### config.mk
export PLATFORM = sky130hd
export DESIGN_NAME = sync_fifo_flags
export DESIGN_NICKNAME = d
export VERILOG_FILES = /design/src/rtl/sync_fifo_pkg.sv /design/src/rtl/sync_fifo_ram.sv /design/src/rtl/sync_fifo_flags.sv
export SDC_FILE = /design/constraint.sdc
export NUM_CORES = 1
export LEC_CHECK = 0
export BUFFER_PORTS_ARGS = -buffer_cell sky130_fd_sc_hd__buf_2
export CAP_MARGIN = 25
export CORE_ASPECT_RATIO = 1.25
export CORE_MARGIN = 5
export CORE_UTILIZATION = 48
export DETAILED_ROUTE_END_ITERATION = 12
export PLACE_DENSITY = 0.67
export REMOVE_ABC_BUFFERS = 1
export SLEW_MARGIN = 0
export SYNTH_ARGS = -nofsm -noshare
export SYNTH_HDL_FRONTEND = slang
export SYNTH_SLANG_ARGS = --single-unit
### constraint.sdc
create_clock -name clk -period 2.8 [get_ports clk]
set_clock_uncertainty 0.1 [all_clocks]
set_input_delay 0.28 -clock clk [delete_from_list [all_inputs] [get_ports clk]]
set_output_delay 0.28 -clock clk [all_outputs]
set_load 0.01 [all_outputs]
### src/rtl/sync_fifo_pkg.sv
// Shared types and helpers for the parametrised single-clock FIFO.
// Build option: define SYNC_FIFO_FWFT_EN for first-word-fall-through reads.
package sync_fifo_pkg;

  // Width of a counter able to hold 0..depth inclusive
  function automatic int unsigned cnt_width(input int unsigned depth);
    return $clog2(depth + 1);
  endfunction

  // Legal parameter set: power-of-two depth >= 2, thresholds inside the fill range
  function automatic bit params_ok(input int unsigned dwidth,
                                   input int unsigned depth,
                                   input int unsigned af_level,
                                   input int unsigned ae_level);
    return (dwidth >= 1) &&
           (depth >= 2) &&
           ((depth & (depth - 1)) == 0) &&
           (af_level >= 1) && (af_level <= depth) &&
           (ae_level <= depth - 1);
  endfunction

  // Registered FIFO status bits
  typedef struct packed {
    logic empty;
    logic full;
    logic almost_empty;
    logic almost_full;
    logic overflow;
    logic underflow;
  } fifo_status_t;

  // Status after reset: nothing stored, no errors
  localparam fifo_status_t STATUS_RESET = '{
    empty:        1'b1,
    full:         1'b0,
    almost_empty: 1'b1,
    almost_full:  1'b0,
    overflow:     1'b0,
    underflow:    1'b0
  };

endpackage

### src/rtl/sync_fifo_ram.sv
// DEPTH x DWIDTH storage array, one write port and one read port.
// Build option SYNC_FIFO_FWFT_EN: read port is combinational (the top
// registers the head word itself); otherwise the read port is registered.
module sync_fifo_ram #(
  parameter int unsigned DWIDTH = 16,
  parameter int unsigned DEPTH  = 16
) (
  input  logic                       clk,
`ifndef SYNC_FIFO_FWFT_EN
  input  logic                       i_rst,
  input  logic                       i_rd_en,
`endif
  input  logic                       i_we,
  input  logic [$clog2(DEPTH)-1:0]   i_waddr,
  input  logic [DWIDTH-1:0]          i_wdata,
  input  logic [$clog2(DEPTH)-1:0]   i_raddr,
  output logic [DWIDTH-1:0]          o_rdata
);

  logic [DWIDTH-1:0] r_mem [DEPTH];

  // Write port; contents are intentionally not reset
  always_ff @(posedge clk) begin
    if (i_we) begin
      r_mem[i_waddr] <= i_wdata;
    end
  end

`ifdef SYNC_FIFO_FWFT_EN
  // Asynchronous read of the addressed entry
  assign o_rdata = r_mem[i_raddr];
`else
  logic [DWIDTH-1:0] r_rdata;

  // Registered read: output only changes on a pop, clears on reset
  always_ff @(posedge clk) begin
    if (i_rst) begin
      r_rdata <= '0;
    end else if (i_rd_en) begin
      r_rdata <= r_mem[i_raddr];
    end
  end

  assign o_rdata = r_rdata;
`endif

endmodule

### src/rtl/sync_fifo_flags.sv
// Parametrised single-clock FIFO with fill count, programmable almost
// flags and sticky overflow/underflow errors.
// Build option: define SYNC_FIFO_FWFT_EN for first-word-fall-through mode,
// where the head word sits in an output register and rd_en acts as an ack.
module sync_fifo_flags
  import sync_fifo_pkg::*;
#(
  parameter  int unsigned DWIDTH   = 16,
  parameter  int unsigned DEPTH    = 16,
  parameter  int unsigned AF_LEVEL = 14,
  parameter  int unsigned AE_LEVEL = 2,
  localparam int unsigned CW       = cnt_width(DEPTH)
) (
  input  logic              clk,
  input  logic              rst,
  input  logic              wr_en,
  input  logic [DWIDTH-1:0] din,
  input  logic              rd_en,
  output logic [DWIDTH-1:0] dout,
  output logic              empty,
  output logic              full,
  output logic              almost_empty,
  output logic              almost_full,
  output logic [CW-1:0]     count,
  output logic              overflow,
  output logic              underflow,
  input  logic              err_clr
);

  localparam int unsigned   AW       = $clog2(DEPTH);
  localparam int unsigned   PW       = AW + 1;
  localparam logic [PW-1:0] FULL_XOR = {1'b1, {AW{1'b0}}};

  // Reject illegal parameter sets at elaboration
  if (!params_ok(DWIDTH, DEPTH, AF_LEVEL, AE_LEVEL)) begin : g_bad_params
    $error("sync_fifo_flags: illegal DWIDTH/DEPTH/AF_LEVEL/AE_LEVEL combination");
  end

  logic [PW-1:0]     r_wptr;
  logic [PW-1:0]     r_rptr;
  logic [CW-1:0]     r_count;
  fifo_status_t      r_status;

  logic              w_wr_acc;
  logic              w_rd_acc;
  logic              w_mem_we;
  logic              w_rptr_inc;
  logic [PW-1:0]     w_wptr_nxt;
  logic [PW-1:0]     w_rptr_nxt;
  logic [CW-1:0]     w_count_nxt;
  fifo_status_t      w_status_nxt;
  logic [DWIDTH-1:0] w_ram_rdata;

`ifdef SYNC_FIFO_FWFT_EN
  logic              r_dout_vld;
  logic [DWIDTH-1:0] r_dout;
  logic              w_out_free;
  logic              w_mem_empty;
  logic              w_load_mem;
  logic              w_load_din;
  logic              w_dout_vld_nxt;
`endif

  // Accept decisions, pointer/count advance and next-state flags
  always_comb begin
    w_wr_acc     = wr_en && !r_status.full;
    w_rd_acc     = rd_en && !r_status.empty;
    w_mem_we     = 1'b0;
    w_rptr_inc   = 1'b0;
    w_status_nxt = r_status;
    w_count_nxt  = r_count + CW'(w_wr_acc) - CW'(w_rd_acc);

`ifdef SYNC_FIFO_FWFT_EN
    // Output register refills from memory first; a write into a totally
    // empty FIFO goes straight to the output register.
    w_out_free     = !r_dout_vld || w_rd_acc;
    w_mem_empty    = (r_wptr == r_rptr);
    w_load_mem     = w_out_free && !w_mem_empty;
    w_load_din     = w_out_free && w_mem_empty && w_wr_acc;
    w_mem_we       = w_wr_acc && !w_load_din;
    w_rptr_inc     = w_load_mem;
    w_dout_vld_nxt = w_load_mem || w_load_din || (r_dout_vld && !w_rd_acc);
`else
    w_mem_we       = w_wr_acc;
    w_rptr_inc     = w_rd_acc;
`endif

    w_wptr_nxt = w_mem_we   ? (r_wptr + PW'(1)) : r_wptr;
    w_rptr_nxt = w_rptr_inc ? (r_rptr + PW'(1)) : r_rptr;

`ifdef SYNC_FIFO_FWFT_EN
    // Occupancy includes the output register
    w_status_nxt.empty = !w_dout_vld_nxt;
    w_status_nxt.full  = (w_count_nxt == CW'(DEPTH));
`else
    w_status_nxt.empty = (w_wptr_nxt == w_rptr_nxt);
    w_status_nxt.full  = ((w_wptr_nxt ^ w_rptr_nxt) == FULL_XOR);
`endif

    w_status_nxt.almost_empty = (w_count_nxt <= CW'(AE_LEVEL));
    w_status_nxt.almost_full  = (w_count_nxt >= CW'(AF_LEVEL));
    // Sticky errors: a new error in the clearing cycle wins
    w_status_nxt.overflow  = (wr_en && r_status.full) ||
                             (r_status.overflow && !err_clr);
    w_status_nxt.underflow = (rd_en && r_status.empty) ||
                             (r_status.underflow && !err_clr);
  end

  // Pointer, count and status registers
  always_ff @(posedge clk) begin
    if (rst) begin
      r_wptr   <= '0;
      r_rptr   <= '0;
      r_count  <= '0;
      r_status <= STATUS_RESET;
    end else begin
      r_wptr   <= w_wptr_nxt;
      r_rptr   <= w_rptr_nxt;
      r_count  <= w_count_nxt;
      r_status <= w_status_nxt;
    end
  end

  sync_fifo_ram #(
    .DWIDTH (DWIDTH),
    .DEPTH  (DEPTH)
  ) u_ram (
    .clk     (clk),
`ifndef SYNC_FIFO_FWFT_EN
    .i_rst   (rst),
    .i_rd_en (w_rd_acc),
`endif
    .i_we    (w_mem_we),
    .i_waddr (r_wptr[AW-1:0]),
    .i_wdata (din),
    .i_raddr (r_rptr[AW-1:0]),
    .o_rdata (w_ram_rdata)
  );

`ifdef SYNC_FIFO_FWFT_EN
  // Output stage holding the head word; keeps its last value once drained
  always_ff @(posedge clk) begin
    if (rst) begin
      r_dout_vld <= 1'b0;
      r_dout     <= '0;
    end else begin
      r_dout_vld <= w_dout_vld_nxt;
      if (w_load_mem) begin
        r_dout <= w_ram_rdata;
      end else if (w_load_din) begin
        r_dout <= din;
      end
    end
  end

  assign dout = r_dout;
`else
  assign dout = w_ram_rdata;
`endif

  assign empty        = r_status.empty;
  assign full         = r_status.full;
  assign almost_empty = r_status.almost_empty;
  assign almost_full  = r_status.almost_full;
  assign overflow     = r_status.overflow;
  assign underflow    = r_status.underflow;
  assign count        = r_count;

endmodule

==> flow_metrics.env, run 1 <==
export IMPL_status="finished clean"
export IMPL_fmax_mhz=385
export IMPL_root_buffer="clkbuf_16"
export IMPL_start_util_pct=48.8
export IMPL_num_vias=5612
export IMPL_drt_iter0_drc=459
export IMPL_timing_setup_tns_ns=0
export IMPL_p_leak_nw=4.17
export IMPL_synth_avg_cell_area_um2=20.2
export IMPL_slew_headroom_pct=55.6
export IMPL_die_w_um=147
export IMPL_synth_edff_count=256
export IMPL_antenna_found_initial=1
export IMPL_placedCellCount=893
export IMPL_min_path_type="in2reg"
export IMPL_critical_path_max_fanout=22
export IMPL_synth_flop_cell="edfxtp_1"
export IMPL_final_cell_mix="256 x edfxtp_1, 64 x mux4_2, 47 x buf_2"
export IMPL_row_count=62
export IMPL_viasPerCell=5.93
export IMPL_worstSetupEndpointType="register"
export IMPL_drive_gt1_share_pct=31.6
export IMPL_crit_type="in2reg"
export IMPL_fin_util_pct=55.8
export IMPL_cts_buffers=27
export IMPL_dieArea_um2=26500
export IMPL_synth_cell_types=35
export IMPL_synth_area_um2=11200
export IMPL_ios=48
export IMPL_drc_errors=0
export IMPL_setup_viol=0
export IMPL_ys_warn_count=0
export IMPL_post_cts_setup_buffers=0
export IMPL_cts_sinks=293
export IMPL_wl_per_cell_um=24.7
export IMPL_layout_commonest_cell="edfxtp_1"
export IMPL_place_gp_congestion=0.797
export IMPL_overflow=0
export IMPL_clkTransAtPathRegs_ns=0.07
export IMPL_worst_slack_ns=0.203
export IMPL_pwr_density_cell_nw_per_um2=724
export IMPL_area_growth_pct=14.5
export IMPL_final_antenna_net_count=0
export IMPL_grt_pass1_vias=5906
export IMPL_netlist_instances=555
export IMPL_timing_hold_ws_ns=0.000756
export IMPL_start_kind="input port"
export IMPL_fill_cells=1718
export IMPL_power_mw=9.29
export IMPL_worst_ep_required_time_ns=3.14
export IMPL_clk_insertion_delay_late_ns=0.53
export IMPL_grt_max_degree=44
export IMPL_cap_violations=0
export IMPL_nNetsFinal=668
export IMPL_critPathArrivalTime_ns=2.94
export IMPL_rsz0062_at_grt="no"
export IMPL_maxSlewViolCount=0
export IMPL_clk_path_buf_depth=3
export IMPL_post_cts_resized=0
export IMPL_finalWirelength_um=23400
export IMPL_grt_pass1_wl_um=35900
export IMPL_dp_hpwl_um=13800
export IMPL_dieHeight_um=181
export IMPL_ys_seq_area_share_pct=75.2
export IMPL_coreArea_um2=23000
export IMPL_synth_async_reset_ratio_pct=0
export IMPL_io_buffers=47
export IMPL_post_dp_cell_area_um2=12000
export IMPL_drt_first_pass_iters=5
export IMPL_fin_area_um2=12800
export IMPL_h_tree_depth=1
export IMPL_ir_drop_mv=0.382
export IMPL_grt_use_total_pct=17.8
export IMPL_finalHoldViolCount=0
export IMPL_final_cells=947
export IMPL_ys_seq_elements=293
export IMPL_fin_crit_sh_pct=92.8
export IMPL_pre_cts_ws_ns=0.211
export IMPL_tritoncts="built"
export IMPL_worst_pin_slew_ns=0.666
export IMPL_period_minus_slack_ns=2.60
==> worst max-delay path, cell delays in order <==
cell and delay [ns]:
dlygate4sd3_1 0.52, buf_2 0.12, nor2b_2 0.17, buf_4 0.35, nand2b_1 0.15, fa_1 0.43, a21o_1 0.18, a21oi_1 0.19
xnor2_1 0.13, a211o_1 0.23, o21ai_0 0.19
==> cell families after synthesis <==
group	after synthesis	synth area share (%)
XOR/XNOR	18	1.41
AND/OR/NAND/NOR	71	2.89
adder cells (fa/ha/maj)	10	1.18
buffers and inverters	39	1.78
flip-flops	293	75.2
multiplexers	66	13.0
AO/OA/AOI/OAI	58	4.45
==> routing by layer <==
layer	vias up	wire length (µm)	GRT usage, %
li1	2427	-	-
met1	2924	9450	23.8
met2	207	11800	30.0
met3	54	1390	2.81
met4	0	742	6.17
met5	-	0	0
==> worst paths after layout <==
check	cells after the start	slack [ns]	from	to
hold reg to reg	2	0.37	u_ram.o_rdata[5]	u_ram.o_rdata[5]
setup / recovery	11	0.20	rd_en	almost_empty
setup reg to reg	9	0.26	empty	almost_empty
hold / removal	4	0.0008	err_clr	overflow
==> sequential cells by signal, summed over array words and instances, names as in the netlist <==
register	flops
empty	1
almost_empty	1
r_rptr	5
underflow	1
u_ram.o_rdata	16
r_wptr	5
full	1
u_ram.r_mem	256
almost_full	1
count	5
overflow	1
==> synthesized netlist by cell type, types with 2 or more instances <==
| master | instances | area share, % |
|---|---|---|
| a22o_1 | 16 | 1.3 |
| dfxtp_1 | 37 | 6.6 |
| a22oi_1 | 2 | 0.13 |
| buf_1 | 5 | 0.17 |
| o22ai_1 | 16 | 0.89 |
| buf_6 | 4 | 0.40 |
| nand3_1 | 2 | 0.089 |
| mux4_2 | 64 | 13 |
| edfxtp_1 | 256 | 69 |
| a221oi_2 | 8 | 1.1 |
| a21oi_1 | 2 | 0.089 |
| nand2b_1 | 3 | 0.17 |
| a221oi_1 | 8 | 0.63 |
| nor2b_1 | 6 | 0.34 |
| inv_1 | 7 | 0.23 |
| a21o_1 | 2 | 0.13 |
| and2_1 | 4 | 0.22 |
| buf_2 | 9 | 0.40 |
| ha_1 | 9 | 1.0 |
| mux2i_1 | 2 | 0.18 |
| xor2_1 | 9 | 0.70 |
| nor2_1 | 26 | 0.87 |
| nand4_1 | 2 | 0.11 |
| nor3_1 | 4 | 0.18 |
| xnor2_1 | 9 | 0.70 |
| buf_4 | 3 | 0.20 |
| nand2_1 | 21 | 0.70 |
| nand3b_1 | 2 | 0.13 |
| clkbuf_1 | 11 | 0.37 |
==> layout make-up <==
class,instances,area [µm²],area share (%)
diodes,1,2.50,0.0195
flip-flops and latches,293,8430,65.8
inverters,7,26.3,0.205
well taps,288,360,2.81
clock inverters,12,62.6,0.488
clock buffers,38,717,5.59
repair buffers,85,591,4.61
multi-input cells,223,2630,20.5
==> power breakdown <==
group | switching (mW) | internal [mW] | leakage [nW] | total (mW)
Clock | 1.48 | 1.79 | 0.376 | 3.27
Combinational | 0.555 | 0.526 | 1.18 | 1.08
Sequential | 0.0627 | 4.87 | 2.62 | 4.93
Total | 2.10 | 7.18 | 4.17 | 9.29
==> timing repair <==
action                     CTS  global route
setup endpoints to repair    0             0
hold buffers                 3             0
hold endpoints to repair     2             0
(Power assumes the default switching activity.)
==> run 2, diff against run 1 <==
--- a/config.mk
+++ b/config.mk
@@ -11,6 +11,7 @@
 export CORE_MARGIN = 5
 export CORE_UTILIZATION = 48
 export DETAILED_ROUTE_END_ITERATION = 12
+export MAX_ROUTING_LAYER = met4
 export PLACE_DENSITY = 0.67
 export REMOVE_ABC_BUFFERS = 1
 export SLEW_MARGIN = 0
==> run 2 against run 1 <==
Core utilization is the same. Worst setup slack lost 0.0031 ns. Critical endpoint unchanged. Register-to-register slack is essentially flat. Sequential power is essentially flat. Maximum frequency shrank 0.12%. Largest cell class unchanged. Clock power is essentially flat. Cell count is the same. Highest routed layer unchanged. Total power is essentially flat. Critical path type unchanged. Flip-flop and latch count is the same. Combinational power is essentially flat.
==> flow_metrics.env, run 2 (synthesis results as in run 1) <==
export IMPL_worst_slack_ns=0.200
export IMPL_num_vias=5603
export IMPL_top_register="u_ram.r_mem"
export IMPL_pre_cts_ws_ns=0.211
export IMPL_fmax_mhz=385
export IMPL_coreArea_um2=23000
export IMPL_worst_pin_slew_ns=0.677
export IMPL_drive_gt1_share_pct=31.6
export IMPL_start_kind="input port"
export IMPL_reg2reg_slack_ns=0.26
export IMPL_final_antenna_net_count=0
export IMPL_start_util_pct=48.8
export IMPL_crit_type="in2reg"
export IMPL_timing_hold_ws_ns=0.00502
export IMPL_p_seq_share_pct=53.1
export IMPL_period_minus_slack_ns=2.60
export IMPL_drt_first_pass_iters=5
export IMPL_worstSetupEndpointType="register"
export IMPL_antenna_found_initial=1
export IMPL_ios=48
export IMPL_h_tree_depth=1
export IMPL_dieArea_um2=26500
export IMPL_place_gp_congestion=0.809
export IMPL_finalHoldViolCount=0
export IMPL_die_w_um=147
export IMPL_drc_errors=0
export IMPL_critical_path_max_fanout=22
export IMPL_status="finished clean"
export IMPL_fin_util_pct=55.8
export IMPL_grt_max_degree=44
export IMPL_dieHeight_um=181
export IMPL_post_cts_resized=0
export IMPL_min_path_type="in2reg"
export IMPL_worst_ep_required_time_ns=3.14
export IMPL_slew_headroom_pct=54.8
export IMPL_final_cell_mix="256 x edfxtp_1, 64 x mux4_2, 47 x buf_2"
export IMPL_grt_use_total_pct=18.4
export IMPL_largest_register_ffs=256
export IMPL_fin_crit_sh_pct=92.9
export IMPL_crit_reg2reg_launch="empty"
export IMPL_viasPerCell=5.92
export IMPL_clk_insertion_delay_late_ns=0.53
export IMPL_dp_hpwl_um=13800
export IMPL_pwr_density_cell_nw_per_um2=724
export IMPL_wl_per_cell_um=24.8
export IMPL_root_buffer="clkbuf_16"
export IMPL_row_count=62
export IMPL_final_cells=947
export IMPL_grt_pass1_wl_um=36000
export IMPL_power_mw=9.29
export IMPL_p_int_mw=7.18
export IMPL_cts_buffers=27
export IMPL_post_cts_setup_buffers=0
export IMPL_finalWirelength_um=23500
export IMPL_layout_commonest_cell="edfxtp_1"
export IMPL_drt_iter0_drc=505
export IMPL_clk_path_buf_depth=3
export IMPL_hold_depth=4
export IMPL_nNetsFinal=668
export IMPL_min_to="overflow"
export IMPL_area_growth_pct=14.5
export IMPL_io_buffers=47
export IMPL_cts_sinks=293
export IMPL_clkTransAtPathRegs_ns=0.07
export IMPL_setup_viol=0
export IMPL_pwr_share_comb_pct=11.6
export IMPL_p_clk_share_pct=35.3
export IMPL_overflow=0
export IMPL_placedCellCount=893
export IMPL_rr_worst_depth=9
export IMPL_grt_pass1_vias=5892
export IMPL_worst_r2r_endpoint="almost_empty"
export IMPL_hold_start="err_clr"
export IMPL_p_sw_mw=2.11
export IMPL_p_leak_nw=4.17
export IMPL_critPathArrivalTime_ns=2.94
export IMPL_maxSlewViolCount=0
export IMPL_tritoncts="built"
export IMPL_swShare_pct=22.7
export IMPL_ir_drop_mv=0.381
export IMPL_cap_violations=0
export IMPL_rsz0062_at_grt="no"
## run 2: cell counts in the layout (fill, tap and decap cells not counted)
Identical to the previous run, type by type.
## run 2: what timing repair did
action                                 in CTS  in global routing
hold buffers                                3                  0
endpoints found under the hold margin       2                  0
setup endpoints to repair                   0                  0
## run 2: final cells by class
type	instances	area, µm²
antenna	1	2.50
clock buffer	38	717
clock inverter	12	62.6
fill	1718	10100
inverter	7	26.3
multi-input combinational	223	2630
sequential	293	8430
tap	288	360
timing repair buffer	85	591
## run 2: power by group through the flow
stage / logic (mW) / clock network, mW / registers (mW)
2_1_floorplan: 0.644 / 0 / 5.13
3_3_place_gp: 1.06 / 0 / 5.02
3_5_place_dp: 1.09 / 0 / 5.03
4_1_cts: 1.10 / 3.33 / 4.94
5_1_grt: 1.19 / 3.54 / 4.94
6_report: 1.08 / 3.27 / 4.93
## run 2: routing by layer
layer	wire (µm)	global-route usage, %	vias to the layer above
li1	-	-	2427
met1	9410	23.9	2916
met2	11900	30.2	214
met3	1450	2.68	46
met4	677	6.17	0
met5	0	-	-
## run 2: worst max path at each step
stage | to | slack, ns | from | cells past startpoint
after detailed placement | almost_empty | 0.21 | rd_en | 10
final | almost_empty | 0.20 | rd_en | 11
after global placement | almost_empty | 0.36 | rd_en | 10
after CTS | almost_empty | 0.24 | rd_en | 11
after global routing | almost_empty | 0.02 | rd_en | 11
after floorplan | u_ram.o_rdata[0] | -1.44 | r_rptr[0] | 4
## run 2: metrics by stage
| stage | instance area, µm² | TNS, ns |
|---|---|---|
| 2_1_floorplan | 11000 | -30.00 |
| 3_3_place_gp | 12000 | 0 |
| 3_5_place_dp | 12000 | 0 |
| 4_1_cts | 12800 | 0 |
| 5_1_grt | 12800 | 0 |
| 6_report | 12800 | 0 |
## run 2: critical path: stages
cell and delay [ns]:
dlygate4sd3_1 0.52, buf_2 0.12, nor2b_2 0.17, buf_4 0.35
nand2b_1 0.15, fa_1 0.43, a21o_1 0.18, a21oi_1 0.19
xnor2_1 0.13, a211o_1 0.23, o21ai_0 0.19
==> run 3, diff against run 2 <==
--- a/config.mk
+++ b/config.mk
@@ -11,6 +11,7 @@
 export CORE_MARGIN = 5
 export CORE_UTILIZATION = 48
 export DETAILED_ROUTE_END_ITERATION = 12
+export GPL_TIMING_DRIVEN = 0
 export MAX_ROUTING_LAYER = met4
 export PLACE_DENSITY = 0.67
 export REMOVE_ABC_BUFFERS = 1
==> constraint.sdc (replaced) <==
create_clock -name clk -period 3.1 [get_ports clk]
set_clock_uncertainty 0.1 [all_clocks]
set_input_delay 0.31 -clock clk [delete_from_list [all_inputs] [get_ports clk]]
set_output_delay 0.31 -clock clk [all_outputs]
set_load 0.005 [all_outputs]
==> run 3 against run 2 <==
Final area up 1.3%. Critical path depth unchanged. Count of clock-buffer cells in the layout rose by 1. Sequential share of layout area fell by 0.84 points. Total power shrank 6.4%. Register-to-register slack gained 0.06 ns. Global-route usage hardly changed. Worst setup slack improved by 0.0045 ns. Combinational power fell by 14%. Worst hold slack gained 0.012 ns. Clock power barely moved. Critical endpoint unchanged. Largest cell class unchanged.
==> flow_metrics.env, run 3 (synthesis results as in run 1) <==
export IMPL_row_count=62
export IMPL_cp_cell_sequence="dlygate4sd3_1 > buf_2 > nor2b_1 > xor2_1 > ha_1 > fa_1 > a21o_1 > a21oi_1 > xnor2_1 > a211o_1 > o21ai_0"
export IMPL_clk_insertion_delay_late_ns=0.53
export IMPL_worstSetupEndpointType="register"
export IMPL_start_util_pct=48.8
export IMPL_crit_slowest_cell="nor2b_1"
export IMPL_setup_viol=0
export IMPL_place_gp_congestion=0.767
export IMPL_grt_pass1_vias=5859
export IMPL_crit_start="wr_en"
export IMPL_ios=48
export IMPL_pwr_density_cell_nw_per_um2=669
export IMPL_p_leak_nw=4.21
export IMPL_nNetsFinal=658
export IMPL_worst_ep_required_time_ns=3.45
export IMPL_clk_path_buf_depth=3
export IMPL_reg2reg_slack_ns=0.32
export IMPL_critical_path_max_fanout=8
export IMPL_grt_pass1_wl_um=36100
export IMPL_slew_headroom_pct=30.0
export IMPL_finalWirelength_um=23500
export IMPL_cp_depth=11
export IMPL_critPathArrivalTime_ns=3.24
export IMPL_largest_register_ffs=256
export IMPL_final_antenna_net_count=0
export IMPL_io_buffers=47
export IMPL_overflow=0
export IMPL_cpLargestDelayFamily="compound AO/OA/AOI/OAI gates"
export IMPL_top_register="u_ram.r_mem"
export IMPL_dieHeight_um=181
export IMPL_wl_per_cell_um=25.1
export IMPL_root_buffer="clkbuf_16"
export IMPL_drc_errors=0
export IMPL_fin_util_pct=56.6
export IMPL_crit_buf_inv=2
export IMPL_antenna_cells=0
export IMPL_area_growth_pct=16.0
export IMPL_hold_start="err_clr"
export IMPL_critical_path_max_stage_delay_ns=0.53
export IMPL_drt_iter0_drc=615
export IMPL_min_path_type="in2reg"
export IMPL_status="finished clean"
export IMPL_worst_slack_ns=0.204
export IMPL_worst_pin_slew_ns=1.05
export IMPL_rr_worst_depth=9
export IMPL_h_tree_depth=1
export IMPL_cap_violations=0
export IMPL_layout_commonest_cell="edfxtp_1"
export IMPL_final_cell_mix="256 x edfxtp_1, 64 x mux4_2, 47 x buf_2"
export IMPL_clkTransAtPathRegs_ns=0.07
export IMPL_fin_crit_sh_pct=93.4
export IMPL_power_mw=8.69
export IMPL_maxSlewViolCount=0
export IMPL_crit_type="in2reg"
export IMPL_crit_end="almost_empty"
export IMPL_coreArea_um2=23000
export IMPL_cts_buffers=27
export IMPL_grt_max_degree=45
export IMPL_placedCellCount=884
export IMPL_dp_hpwl_um=14800
export IMPL_fmax_mhz=345
export IMPL_worst_r2r_endpoint="almost_empty"
export IMPL_pre_cts_ws_ns=0.0490
export IMPL_period_minus_slack_ns=2.90
export IMPL_tritoncts="built"
export IMPL_dieArea_um2=26500
export IMPL_antenna_found_initial=0
export IMPL_grt_use_total_pct=18.4
export IMPL_rsz0062_at_grt="no"
export IMPL_drt_first_pass_iters=4
export IMPL_num_vias=5539
export IMPL_ir_drop_mv=0.367
export IMPL_cts_sinks=293
export IMPL_drive_gt1_share_pct=31.5
export IMPL_post_dp_cell_area_um2=12100
export IMPL_die_w_um=147
export IMPL_final_cells=936
export IMPL_viasPerCell=5.92
export IMPL_fin_area_um2=13000
export IMPL_finalHoldViolCount=0
export IMPL_crit_reg2reg_launch="full"
export IMPL_start_kind="input port"
[run 3: timing repair]
action,in CTS,in global routing
setup buffers,0,0
hold endpoints to repair,2,0
endpoints found under the setup margin,0,1
hold buffers,2,0
gates resized for setup,0,1
[run 3: through the flow]
step / hold WS (ns) / TNS [ns]
after floorplan: 0.282 / -22.81
after global placement: 0.361 / -131.59
after detailed placement: 0.366 / 0
after CTS: 0.0115 / 0
after global routing: 0.0374 / 0
final: 0.0166 / 0
[run 3: cell type report]
cell class                 count  area [µm²]
clock inverter                11         133
inverter                       7        26.3
sequential                   293        8440
multi-input combinational    223        2640
fill                        1658        9970
tap                          288         360
timing repair buffer          75         658
clock buffer                  39         741
[run 3: worst min-delay path: cells and delay by family]
kind,cells,cell delay (ns)
buffers and inverters,2,0.15
AOI/OAI and AO/OA,1,0.06
and+or+nand+nor,1,0.08
[run 3: worst min-delay path by stage]
stage                     cells after the start  slack (ns)                end
final                                         4        0.02           overflow
after detailed placement                      2        0.37   u_ram.o_rdata[5]
after floorplan                               1        0.28           count[0]
after global placement                        2        0.36  u_ram.o_rdata[15]
after global routing                          4        0.04          underflow
after CTS                                     4        0.01          underflow
[run 3: power by group]
group	leakage, nW	total, mW	switching (mW)	internal, mW
clock	0.422	3.27	1.36	1.91
sequential	2.62	4.49	0.0928	4.40
combinational	1.17	0.929	0.454	0.475
[run 3: metal layers]
| layer | wire (µm) | up-vias | GRT usage, % |
|---|---|---|---|
| li1 | - | 2403 | - |
| met1 | 9750 | 2883 | 25.0 |
| met2 | 11800 | 213 | 29.7 |
| met3 | 1400 | 40 | 2.46 |
| met4 | 510 | 0 | 4.97 |
| met5 | 0 | - | - |
